$ cat config.mk
export PLATFORM = sky130hd
export DESIGN_NAME = l1_arbiter
export DESIGN_NICKNAME = d
export VERILOG_FILES = /design/src/rtl/l1_arbiter.sv
export SDC_FILE = /design/constraint.sdc
export NUM_CORES = 1
export LEC_CHECK = 0
export BUFFER_PORTS_ARGS = -buffer_cell sky130_fd_sc_hd__buf_2
export CAP_MARGIN = 30
export CORE_AREA = 5 5 530 532
export DETAILED_ROUTE_END_ITERATION = 16
export DIE_AREA = 0 0 535 537
export PLACE_DENSITY = 0.34
export SLEW_MARGIN = 30
export SYNTH_ARGS = -nofsm -noshare
export SYNTH_HDL_FRONTEND = slang
export SYNTH_SLANG_ARGS = --single-unit
$ cat constraint.sdc
create_clock -name clk -period 1.8 [get_ports clk]
set_input_delay 0.09 -clock clk [delete_from_list [all_inputs] [get_ports clk]]
set_output_delay 0.09 -clock clk [all_outputs]
set_load 0.01 [all_outputs]
$ cat src/rtl/l1_arbiter.sv
// Two-client arbiter that serialises L1I line reads and L1D reads/writebacks
// onto one registered L2 port, alternating grants when both clients contend.
module l1_arbiter (
  input  logic         clk,
  input  logic         rst,

  input  logic         i_pmem_read,
  input  logic [31:0]  i_pmem_address,
  output logic [255:0] i_pmem_rdata,
  output logic         i_pmem_resp,

  input  logic         d_pmem_read,
  input  logic         d_pmem_write,
  input  logic [31:0]  d_pmem_address,
  input  logic [255:0] d_pmem_wdata,
  output logic [255:0] d_pmem_rdata,
  output logic         d_pmem_resp,

  output logic         l2_read,
  output logic         l2_write,
  output logic [31:0]  l2_address,
  output logic [255:0] l2_wdata,
  input  logic [255:0] l2_rdata,
  input  logic         l2_resp
);

  typedef enum logic [1:0] {
    IDLE,
    SERVE_I,
    SERVE_D,
    DONE
  } state_t;

  state_t       state;
  logic         last_grant;   // 0 = I won last, 1 = D won last
  logic [255:0] rdata_reg;

  logic i_req;
  logic d_req;
  logic pick_d;

  assign i_req  = i_pmem_read;
  assign d_req  = d_pmem_read | d_pmem_write;
  // On a tie the client that did not win last time gets the port.
  assign pick_d = d_req & (~i_req | ~last_grant);

  assign i_pmem_rdata = rdata_reg;
  assign d_pmem_rdata = rdata_reg;

  // NOTE: every register here is assigned with <= so that all state updates
  // see the pre-edge values, regardless of statement order in the block.
  always_ff @(posedge clk) begin
    if (rst) begin
      state       <= IDLE;
      last_grant  <= 1'b1;
      rdata_reg   <= '0;
      l2_address  <= '0;
      l2_wdata    <= '0;
      l2_read     <= 1'b0;
      l2_write    <= 1'b0;
      i_pmem_resp <= 1'b0;
      d_pmem_resp <= 1'b0;
    end else begin
      case (state)
        IDLE: begin
          if (i_req || d_req) begin
            if (pick_d) begin
              state      <= SERVE_D;
              last_grant <= 1'b1;
              l2_address <= d_pmem_address;
              l2_wdata   <= d_pmem_wdata;
              // Writeback wins over a simultaneous read from the same client.
              l2_write   <= d_pmem_write;
              l2_read    <= ~d_pmem_write;
            end else begin
              state      <= SERVE_I;
              last_grant <= 1'b0;
              l2_address <= i_pmem_address;
              l2_read    <= 1'b1;
              l2_write   <= 1'b0;
            end
          end
        end

        SERVE_I, SERVE_D: begin
          if (l2_resp) begin
            rdata_reg   <= l2_rdata;
            l2_read     <= 1'b0;
            l2_write    <= 1'b0;
            i_pmem_resp <= (state == SERVE_I);
            d_pmem_resp <= (state == SERVE_D);
            state       <= DONE;
          end
        end

        DONE: begin
          // The idle cycle that follows lets the served client drop its request.
          i_pmem_resp <= 1'b0;
          d_pmem_resp <= 1'b0;
          state       <= IDLE;
        end

        default: state <= IDLE;
      endcase
    end
  end

endmodule

==> metrics.md <==
| Metric | Value |
|---|---|
| Status | completed |
| Max clock buf depth | 4 |
| Clock slew seen by the registers of the worst setup and hold paths | 0.06 ns |
| Period utilization | 0.9502 |
| Endpoints failing setup | 0 |
| Worst Path Max Fanout | 37 |
| Initial antenna violation count | 106 |
| P_leak | 17.86 nW |
| First-pass GRT wire length | 234.4 mm |
| Worst slack, placed | 0.05797 ns |
| DRT Pass-1 Iters | 5 |
| Worst min-delay path class | input pin to flop |
| Cell accounting for the most synthesized area | dfxtp_1 |
| Hold Startpoint | d_pmem_wdata[117] |
| Crit path launch type | flop |
| Cell depth of the worst hold path | 4 |
| Yosys top cell area share | 0.5019 |
| Crit path largest cell delay | 0.32 ns |
| Critical path capture point type | flop |
| Ordered list of cells on the worst path | inv_1 -> ha_4 -> buf_12 -> buf_4 -> nand3_1 -> a21oi_1 |
| Nets | 5072 |
| Die Y | 537 µm |
| Yosys Warn Count | 0 |
| Residual DRC | 0 |
| Synthesized cell area | 21980 µm² |
| Final Hold Fails | 0 |
| Largest net degree at the start of global routing | 94 |
| Avg WL per Cell | 21.78 µm |
| Final core occ | 0.1502 |
| Vias per cell | 3.273 |
| Sink Count | 551 |
| Most frequent cells in the layout | 1384 x buf_2, 611 x dlygate4sd3_1, 577 x nand2_1, 548 x dfxtp_1, 518 x a21oi_1 |
| Max-slew violations | 0 |
| Synth Flop Type | dfxtp_1 |
| Arrival time at the worst endpoint | 2.43 ns |
| Clock Latency Late Sink | 0.80 ns |
| Setup Skew | 0.05545 ns |
| H-tree Lvls | 3 |
| Seq cells post-synth | 551 |
| TritonCTS Buffers | 81 |
| Post-Layout Cell Count | 8283 |
| FMAX | 584.7 MHz |
| Worst flop-to-flop path startpoint | state[1]$_SDFFE_PP0P_ |
| Vias in the first global route | 27120 |
| Sequential share of the synthesized area | 0.5019 |
| FFs w/ async S/R, synth | 0 |
| DRT iter0 DRCs | 1426 |
| Overall via count from detail_route | 27110 |
| Clock Tree Root | clkbuf_16 |
| Antenna Nets Post-Route | 0 |
| Port bufs | 1385 |
| Cell variety after synth | 31 |
| Initial Utilization | 0.07976 |
| Core ar. | 275500 µm² |
| Setup Crit Path Kind | flop to flop |
| Worst-Margin Slew | 0.5345 ns |
| RSZ-0062 raised after global routing | yes |
| Commonest non-fill, non-tap cell in the layout | buf_2 |
| Flop2flop setup slack | 0.09 ns |
| Io pins | 1386 |
| EDFF count, synth | 0 |
| Cells after Synth | 2756 |
| Layout cells sized above 1 | 0.3685 |
| Worst r2r path cells | 6 |
| Slew Limit Headroom | 0.6437 |
| CTS tree | yes |
| Routability cong. | 0.8697 |
| HPWL after DPL | 147.4 mm |
| DRT Wirelength | 180.4 mm |
| Critical Path RT | 2.52 ns |
| Final worst setup slack | 0.08959 ns |
| Placed cells | 7481 |
| Area Overhead vs Synth | 88.31% |
| FP Rows | 193 |
| Gr ovfl total | 0 |
| Power Density | 1406 nW/µm² |
| Most area-consuming cells after synthesis | dfxtp_1 50%, a21oi_1 12%, nand2_1 9.9% |
| Max VDD drop | 0.0008935 V |
| Post-route minimum period | 1.710 ns |
| Overall global routing resource usage | 0.1172 |
| Die area | 287300 µm² |
| Die width | 535 µm |
| Synthesized net count | 3341 |
| Critical Path Source | state[1]$_SDFFE_PP0P_ |
| MaxCap Viol Count | 0 |
| CP max stage cell | dfxtp_2 |
| Syn_area_per_cell | 7.974 µm² |
## routing by layer
metal,wire (µm),vias up,GRT usage
met2,84400,1373,0.1957
li1,-,12580,-
met4,7109,50,0.04210
met5,324,-,0
met1,68410,12800,0.1316
met3,20140,306,0.05279
## final timing paths
check | to
min reg2reg | d_pmem_rdata[140]$_SDFFE_PP0P_
max reg2reg | l2_wdata[46]$_SDFFE_PP0P_
max | l2_wdata[46]$_SDFFE_PP0P_
min | l2_wdata[117]$_SDFFE_PP0P_
## power by group
| group | leakage (nW) | switching (mW) | internal [mW] |
|---|---|---|---|
| logic | 12.1 | 15.8 | 9.43 |
| registers | 4.51 | 2.08 | 14.9 |
| clock network | 1.26 | 6.47 | 9.50 |
| total | 17.9 | 24.4 | 33.9 |
## synth_stat cells (all sizes together), types with 3 or more instances
library cell and n:
a21oi 519, a311oi 32, buf 341, clkbuf 161, dfxtp 551, ha 3, inv 4, nand2 578
nand3 258, nor2 32, o21ai 261
## cell families after synthesis
family / synth area share
compound gates: 0.1943
fa+ha+maj: 0.001708
buf+inv: 0.1361
flops: 0.5019
mux: 0.0004555
simple gates: 0.1656
## registers in the layout (all words and copies together), names as in the netlist, 2 cells and up
signal / count
d_pmem_rdata: 256
l2_address: 32
l2_wdata: 256
state: 2
## what timing repair did
action | 4_1_cts | 5_1_grt
gates resized for setup | 1 | 14
cloned | 0 | 7
endpoints found under the hold margin | 551 | 0
buffers inserted | 0 | 10
hold buffers | 611 | 0
setup endpoints to repair | 1 | 132
## cell type report
| type | instances | area, µm² |
|---|---|---|
| inverters | 4 | 22.52 |
| clock inverters | 26 | 272.8 |
| multi-input cells | 1699 | 8003 |
| diodes | 35 | 87.58 |
| flip-flops and latches | 551 | 11040 |
| fillers | 31430 | 234100 |
| clock buffers | 113 | 2308 |
| repair buffers | 2150 | 15020 |
| well taps | 3705 | 4636 |
## critical path: cells and delay by family (launching register included)
family / cells / cell delay (ns)
flip-flops: 1 / 0.32
buffers and inverters: 3 / 0.61
adder cells (fa/ha/maj): 1 / 0.26
AND/OR/NAND/NOR: 1 / 0.24
AO/OA/AOI/OAI: 1 / 0.19
## metrics by stage
step,power (mW),setup TNS (ns),hold WS (ns),area (µm²)
3_5_place_dp,40.70,0,0.3378,32250
2_1_floorplan,28.56,0,0.2260,21980
3_3_place_gp,40.65,0,0.3322,32250
4_1_cts,58.59,0,0.004400,40960
6_report,58.21,0,0.1096,41390
5_1_grt,62.09,-0.01084,0.05986,41350
Note: power is estimated with default switching activity, not from simulation.
